===== config.mk =====
export PLATFORM = sky130hd
export DESIGN_NAME = multicycle_control
export DESIGN_NICKNAME = d
export VERILOG_FILES = /design/src/rtl/multicycle_control.sv
export SDC_FILE = /design/constraint.sdc
export NUM_CORES = 1
export LEC_CHECK = 0
export BUFFER_PORTS_ARGS = -buffer_cell sky130_fd_sc_hd__buf_2
export CORE_MARGIN = 1.5
export CORE_UTILIZATION = 50
export DETAILED_ROUTE_END_ITERATION = 8
export PLACE_DENSITY = 0.77
export RECOVER_POWER = 100
export REMOVE_ABC_BUFFERS = 1
export SLEW_MARGIN = 20
export SYNTH_ARGS = -nofsm -noshare
export SYNTH_HDL_FRONTEND = slang
export SYNTH_SLANG_ARGS = --single-unit
export TNS_END_PERCENT = 1

===== constraint.sdc =====
create_clock -name clk_i -period 1.9 [get_ports clk_i]
set_input_delay 0.19 -clock clk_i [delete_from_list [all_inputs] [get_ports clk_i]]
set_output_delay 0.19 -clock clk_i [all_outputs]
set_load 0.01 [all_outputs]

===== src/rtl/multicycle_control.sv =====
// Multi-cycle MIPS main controller: sequences fetch/decode/execute/memory/
// writeback over a shared ALU and single memory, one state per cycle.
// Ports:
//   clk_i, rst_i (async, active-high)
//   Op_i          instruction opcode (IR[31:26]), sampled in DECODE/MEM_ADDR
//   mem_ready_i   memory completes current access this cycle
//   PCWrite_o .. RegDst_o  datapath selects and write enables (from state)
//   state_o       current FSM state
//   illegal_o     sticky undecodable-opcode flag
//   instr_count_o retired-instruction counter (wraps)
module multicycle_control #(
    parameter int unsigned COUNT_W = 32
) (
    input  logic               clk_i,
    input  logic               rst_i,
    input  logic [5:0]         Op_i,
    input  logic               mem_ready_i,
    output logic               PCWrite_o,
    output logic               PCWriteCond_o,
    output logic               IorD_o,
    output logic               MemRead_o,
    output logic               MemWrite_o,
    output logic               IRWrite_o,
    output logic               MemtoReg_o,
    output logic [1:0]         PCSource_o,
    output logic [1:0]         ALUOp_o,
    output logic               ALUSrcA_o,
    output logic [1:0]         ALUSrcB_o,
    output logic               RegWrite_o,
    output logic               RegDst_o,
    output logic [3:0]         state_o,
    output logic               illegal_o,
    output logic [COUNT_W-1:0] instr_count_o
);

    typedef enum logic [3:0] {
        S_FETCH     = 4'd0,
        S_DECODE    = 4'd1,
        S_MEM_ADDR  = 4'd2,
        S_MEM_READ  = 4'd3,
        S_WB_LOAD   = 4'd4,
        S_MEM_WRITE = 4'd5,
        S_EXEC_R    = 4'd6,
        S_WB_R      = 4'd7,
        S_BRANCH    = 4'd8,
        S_JUMP      = 4'd9,
        S_EXEC_I    = 4'd10,
        S_WB_I      = 4'd11,
        S_ILLEGAL   = 4'd15
    } state_e;

    localparam logic [5:0] OP_RTYPE = 6'b000000;
    localparam logic [5:0] OP_ADDI  = 6'b001000;
    localparam logic [5:0] OP_LW    = 6'b100011;
    localparam logic [5:0] OP_SW    = 6'b101011;
    localparam logic [5:0] OP_BEQ   = 6'b000100;
    localparam logic [5:0] OP_J     = 6'b000010;

    state_e             state_q, state_d;
    logic [COUNT_W-1:0] count_q, count_d;
    logic               illegal_q, illegal_d;
    logic               retire_c;

    // unmasked enables, gated by reset before leaving the block
    logic pc_write, pc_write_cond, mem_read, mem_write, ir_write, reg_write;

    // State, counter and sticky flag registers
    always_ff @(posedge clk_i or posedge rst_i) begin
        if (rst_i) begin
            state_q   <= S_FETCH;
            count_q   <= '0;
            illegal_q <= 1'b0;
        end else begin
            state_q   <= state_d;
            count_q   <= count_d;
            illegal_q <= illegal_d;
        end
    end

    // Next-state and retirement decode
    always_comb begin
        state_d  = state_q;
        retire_c = 1'b0;
        case (state_q)
            S_FETCH:     if (mem_ready_i) state_d = S_DECODE;
            S_DECODE: begin
                case (Op_i)
                    OP_RTYPE:    state_d = S_EXEC_R;
                    OP_ADDI:     state_d = S_EXEC_I;
                    OP_LW, OP_SW: state_d = S_MEM_ADDR;
                    OP_BEQ:      state_d = S_BRANCH;
                    OP_J:        state_d = S_JUMP;
                    default:     state_d = S_ILLEGAL;
                endcase
            end
            S_MEM_ADDR:  state_d = (Op_i == OP_LW) ? S_MEM_READ : S_MEM_WRITE;
            S_MEM_READ:  if (mem_ready_i) state_d = S_WB_LOAD;
            S_MEM_WRITE: begin
                if (mem_ready_i) begin
                    state_d  = S_FETCH;
                    retire_c = 1'b1;
                end
            end
            S_EXEC_R:    state_d = S_WB_R;
            S_EXEC_I:    state_d = S_WB_I;
            S_WB_LOAD, S_WB_R, S_WB_I, S_BRANCH, S_JUMP: begin
                state_d  = S_FETCH;
                retire_c = 1'b1;
            end
            S_ILLEGAL:   state_d = S_ILLEGAL;
            default:     state_d = S_FETCH;  // unused encodings recover
        endcase
        count_d   = retire_c ? count_q + COUNT_W'(1) : count_q;
        illegal_d = illegal_q | (state_d == S_ILLEGAL);
    end

    // Datapath controls decoded from the current state
    always_comb begin
        pc_write      = 1'b0;
        pc_write_cond = 1'b0;
        mem_read      = 1'b0;
        mem_write     = 1'b0;
        ir_write      = 1'b0;
        reg_write     = 1'b0;
        IorD_o        = 1'b0;
        MemtoReg_o    = 1'b0;
        PCSource_o    = 2'b00;
        ALUOp_o       = 2'b00;
        ALUSrcA_o     = 1'b0;
        ALUSrcB_o     = 2'b00;
        RegDst_o      = 1'b0;
        case (state_q)
            S_FETCH: begin
                mem_read  = 1'b1;
                ALUSrcB_o = 2'b01;
                ir_write  = mem_ready_i;
                pc_write  = mem_ready_i;
            end
            S_DECODE:    ALUSrcB_o = 2'b11;
            S_MEM_ADDR, S_EXEC_I: begin
                ALUSrcA_o = 1'b1;
                ALUSrcB_o = 2'b10;
            end
            S_MEM_READ: begin
                mem_read = 1'b1;
                IorD_o   = 1'b1;
            end
            S_WB_LOAD: begin
                reg_write  = 1'b1;
                MemtoReg_o = 1'b1;
            end
            S_MEM_WRITE: begin
                mem_write = 1'b1;
                IorD_o    = 1'b1;
            end
            S_EXEC_R: begin
                ALUSrcA_o = 1'b1;
                ALUOp_o   = 2'b10;
            end
            S_WB_R: begin
                reg_write = 1'b1;
                RegDst_o  = 1'b1;
            end
            S_WB_I:      reg_write = 1'b1;
            S_BRANCH: begin
                ALUSrcA_o     = 1'b1;
                ALUOp_o       = 2'b01;
                pc_write_cond = 1'b1;
                PCSource_o    = 2'b01;
            end
            S_JUMP: begin
                pc_write   = 1'b1;
                PCSource_o = 2'b10;
            end
            default: ;
        endcase
        // reset abandons any access in the same cycle it rises
        PCWrite_o     = pc_write      & ~rst_i;
        PCWriteCond_o = pc_write_cond & ~rst_i;
        MemRead_o     = mem_read      & ~rst_i;
        MemWrite_o    = mem_write     & ~rst_i;
        IRWrite_o     = ir_write      & ~rst_i;
        RegWrite_o    = reg_write     & ~rst_i;
    end

    assign state_o       = state_q;
    assign illegal_o     = illegal_q;
    assign instr_count_o = count_q;

endmodule


After elaboration in Yosys (flattened, before gate mapping)
Cells that the tools add are included.
{"block": "totals", "ff_bits": 37, "output_inout_bits": 53, "word_cells": 60}
{"block": "classes", "n_addsub": 1, "eq_ne": 18, "muxes": 21, "bitwise_logic": 8, "n_reduce_logical": 9}
{"cell": "32-bit by 1-bit adder with 32-bit output (second input constant)", "count": 1}
{"cell": "4-bit case mux with 8 select lines", "count": 1}
{"cell": "4-bit == test (second input constant)", "count": 6}
{"cell": "4-bit case mux with 5 select lines", "count": 1}
{"cell": "4-bit by 3-bit == test with 1-bit output (second input constant)", "count": 4}
{"cell": "6-bit == test (second input constant)", "count": 2}
{"cell": "4-bit 2-to-1 mux", "count": 3}
{"cell": "1-bit 2-to-1 mux", "count": 10}
{"cell": "4-bit by 2-bit == test with 1-bit output (second input constant)", "count": 2}
{"cell": "2-bit case mux with 2 select lines", "count": 2}
{"cell": "2-bit OR reduction", "count": 4}
{"cell": "1-bit bitwise AND", "count": 6}
{"cell": "6-bit by 2-bit == test with 1-bit output (second input constant)", "count": 1}
{"cell": "6-bit by 3-bit == test with 1-bit output (second input constant)", "count": 1}
{"cell": "6-bit by 4-bit == test with 1-bit output (second input constant)", "count": 1}
{"cell": "6-bit logical NOT", "count": 1}
{"cell": "2-bit case mux with 3 select lines", "count": 1}
{"cell": "5-bit OR reduction", "count": 1}
{"cell": "4-bit by 1-bit == test with 1-bit output (second input constant)", "count": 1}
{"cell": "4-bit logical NOT", "count": 1}
{"cell": "1-bit case mux with 2 select lines", "count": 2}
{"cell": "4-bit OR reduction", "count": 1}
{"cell": "3-bit 2-to-1 mux", "count": 1}
{"cell": "3-bit OR reduction", "count": 1}
{"cell": "2 further kinds", "count": 2}

Longest topological paths before layout
{"block": "depth", "word_depth": 6, "depth_mapped": 7, "depth_no_buf": 5}

Worst setup path before layout
No wires, ideal clock.
{"block": "synth_path", "path_kind": "register -> register", "start": "register state_q[0], in the netlist state_o[0]", "end": "register count_q[15], in the netlist instr_count_o[15]", "setup_time_ns": 0.126, "t_arrival_ns": 1.581, "required_ns": 1.774, "path_slack_ns": 0.193, "path_stages_with_launch": 7, "path_buffers": 1, "path_cell_list": "dfrtp_1 buf_6 nor3b_4 o21ai_4 nand4_4 or3_4 xnor2_2"}
{"block": "synth_between", "elab_chain_len": 3, "word_cells_on_any_way": 8, "classes_between": "eq/ne: 6; mux: 1; reduce/logical: 1"}
{"element": "start, declared", "line_no": "59", "source": "state_e state_q, state_d;"}
{"element": "start signal, assigned", "line_no": "74", "source": "state_q <= state_d;"}
{"element": "4-bit by 3-bit == test with 1-bit output or 4-bit == test (tied branches)", "line_no": "84", "source": "case (state_q)"}
{"element": "5-bit OR reduction", "line_no": "84"}
{"element": "1-bit case mux with 2 select lines (*)", "line_no": "84"}
{"element": "end signal, assigned", "line_no": "75", "source": "count_q <= count_d;"}
{"element": "end, declared", "line_no": "60", "source": "logic [COUNT_W-1:0] count_q, count_d;"}
Every way passes the cells marked *; elsewhere a longest branch is shown, timed or not.
A chain may end at the register's enable or synchronous reset.

Worst setup path after layout
{"block": "layout_path", "start": "register state_q[3], in the netlist state_o[3]", "end": "output port RegWrite_o"}
{"block": "layout_between", "elab_chain_len": 4, "word_cells_on_any_way": 6, "classes_between": "eq/ne: 3; mux: 1; bitwise: 1; reduce/logical: 1"}
{"element": "4-bit by 3-bit == test with 1-bit output or 4-bit == test (tied branches)", "line_no": "132", "source": "case (state_q)"}
{"element": "3-bit OR reduction (no source line) (*)"}
{"element": "1-bit 2-to-1 mux (*)", "line_no": "132"}
{"element": "1-bit bitwise AND (*)", "line_no": "183", "source": "RegWrite_o = reg_write & ~rst_i;"}
{"element": "end, declared", "line_no": "29", "source": "output logic RegWrite_o,"}
Marks and branches as above.

==> impl_metrics.toml <==
[power]
pwr-share-clk = 0.200
switching_share = 0.400
p_total_w = 0.00283
p_seq_frac = 0.377
p_switching_w = 0.00113
power_density_mw_per_mm2 = 1120
comb_power_share = 0.423
ir_worst_vdd_mv = 0.588
intPower_w = 0.00170
p_leak_nw = 1.08

[global_routing]
grt_first_pass_wirelength_mm = 7.42
grt_use_total = 0.189
grt_max_degree = 21
grt_pass1_vias = 1677
antenna_found_initial = 0
grt_remaining_overflow = 0

[drt]
ant_nets = 0
post_drt_wl_per_cell_microns = 13.3
drt-initial-drc-count = 63
vias_per_cell = 5.39
remaining_drc_errors = 0
routed_wl_mm = 4.50
firstDrtPassIters = 4
vias = 1823

[sta]
rsz0062_at_grt = "false"
worst_pin_slew_ns = 1.04
slew_violations = 0
clock_skew_ns = 0.00427
final.min_clock_period_ns = 1.81
min_period_over_period = 0.951
hold_violations = 0
finalSetupViolations = 0
fmax_ghz = 0.553
holdWs_ns = 0.255
slew-limit-headroom = 0.310

[yosys]
syn_area_sq_mm = 0.00219
synth_top_cell_area_share = 0.423
ys_ff_latch = 37
synth_cells = 219
ys_seq_area_frac = 0.423
synthesis.yosys.warnings = 0
synth_top_cell_by_area = "dfrtp_1"
synth.most_common_cell = "dfrtp_1"
synth_area_leaders = "dfrtp_1 42%, xnor2_1 6.4%, xor2_1 6.4%"
synth_commonest_cells = "37 x dfrtp_1, 20 x nor2_1, 16 x xnor2_1, 16 x xor2_1, 15 x nand2_1"
synth_enable_flop_cells = 0
synthArstFlopShare = 1.00
yosysUniqueCellTypes = 49
synth_area_per_cell_sq_um = 10.0
ys.flop_type = "dfrtp_1"

[cts]
cts_buffers = 5
clock_latency_ns = 0.29
cts_tree = "done"
htreeDepth = 2
clockBufferDepth = 2
clk_pin_slew_worst_paths_ns = 0.07
cts.sinks = 37
cts_root_buf = "clkbuf_8"

[floorplanning]
die_y_microns = 69.2
start_util = 0.532
pin_count = 62
die_w_microns = 69.2
row_count = 23
core-area_sq_mm = 0.00412
dieArea_sq_mm = 0.00479

[setup_path]
reg2reg_depth = 5
cp-start-kind = "flop"
endpoint_kind = "output port"
cp.required_ns = 1.71
path_class = "reg -> out"
crit_fanout = 16
cp_data_arrival_time_ns = 1.62

[layout]
area_growth_pct = 15.4
fin_util = 0.614
drive_gt1_frac = 0.146
num_antenna_cells = 0
nets = 297

[flow_run]
max_cap_viol_count = 0

[placement]
gp_congestion = 0.803
place_hpwl_mm = 3.39
portBuffers = 61

[worst_hold_path]
min_path_cells = 4
hold_class = "in -> reg"

[outcome]
status = "finished clean"
## path summary, 6_finish.rpt
path	start	end	slack [ns]
setup / recovery	state_o[3]$_DFF_PP0_	RegWrite_o	0.09
hold / removal	Op_i[4]	state_o[1]$_DFF_PP0_	0.26
setup reg to reg	state_o[0]$_DFF_PP0_	instr_count_o[10]$_DFFE_PP0P_	0.15
hold reg to reg	instr_count_o[31]$_DFFE_PP0P_	instr_count_o[31]$_DFFE_PP0P_	0.47
max in group asynchronous	rst_i	state_o[1]$_DFF_PP0_	0.32
min in group asynchronous	rst_i	instr_count_o[15]$_DFFE_PP0P_	0.80
## power groups by stage
stage          Combinational (W)  Clock, W  Sequential (W)
2_1_floorplan           0.000707         0         0.00119
3_3_place_gp             0.00128         0         0.00108
3_5_place_dp             0.00130         0         0.00109
4_1_cts                  0.00130  0.000580         0.00107
5_1_grt                  0.00131  0.000608         0.00109
6_report                 0.00120  0.000565         0.00107
## metal layers
| layer | GRT usage | up-vias | share of wire |
|---|---|---|---|
| met5 | 0 | - | 0 |
| met3 | 0.0407 | 4 | 0.038 |
| li1 | - | 907 | - |
| met4 | 0.0545 | 0 | 0.011 |
| met1 | 0.233 | 870 | 0.45 |
| met2 | 0.332 | 42 | 0.50 |
## per-stage QoR
step | setup TNS (ns) | worst slack, ns | cells | area (sq um)
final | 0 | 0.0922 | 338 | 2530
after global routing | 0 | 0.0168 | 338 | 2530
after CTS | 0 | 0.0828 | 338 | 2660
after detailed placement | 0 | 0.206 | 329 | 2560
after global placement | 0 | 0.231 | 329 | 2560
after floorplan | -0.133 | -0.0870 | 209 | 2120
## final cells by class
class	instances	area (sq um)
repair buffers	71	317
flip-flops and latches	37	927
well taps	50	62.6
clock buffers	6	82.6
inverters	5	18.8
fillers	391	1590
clock inverters	2	13.8
multi-input cells	167	1100
## logic make-up (layout without fill, tap and decap cells)
kind of cell / Yosys count / in the layout / synth area share
XOR/XNOR: 33 / 33 / 0.135
multiplexers: 1 / 1 / 0.00514
flip-flops: 37 / 37 / 0.423
AND/OR/NAND/NOR: 105 / 105 / 0.307
buffers and inverters: 15 / 84 / 0.0394
AO/OA/AOI/OAI: 27 / 27 / 0.0840
adder cells (fa/ha/maj): 1 / 1 / 0.00571
## registers in the layout, indices dropped and copies added (netlist names)
signal	cells
instr_count_o	32
state_o	4
illegal_o	1
## worst max-delay path, stage by stage, from the launching register on
cell,delay (ns)
dfrtp_1,0.43
buf_4,0.21
nand2b_1,0.24
nor3_2,0.17
nor2_1,0.07
nor2_1,0.08
clkbuf_2,0.13
## layout by cell type (no fill, tap or decap), drive strengths merged, types with 2 or more instances in the layout
cell	netlist	final
a21o	2	2
a21oi	8	8
and3	6	6
and4	3	3
buf	8	19
clkbuf	2	57
clkinv	0	2
dfrtp	37	37
inv	5	5
nand2	15	15
nand2b	6	6
nand3	9	9
nand4	9	9
nor2	20	20
nor3	20	20
nor3b	8	8
nor4	2	2
o21a	2	2
o21ai	5	5
o22ai	3	3
or3	2	2
xnor2	17	17
xor2	16	16
## timing repair
item | CTS | global route
endpoints found under the setup margin | 0 | 2
hold endpoints to repair | 37 | 0
gates resized for setup | 0 | 2
setup buffers | 0 | 0
hold buffers | 1 | 0
No activity file was read; power rests on OpenSTA's default activity.
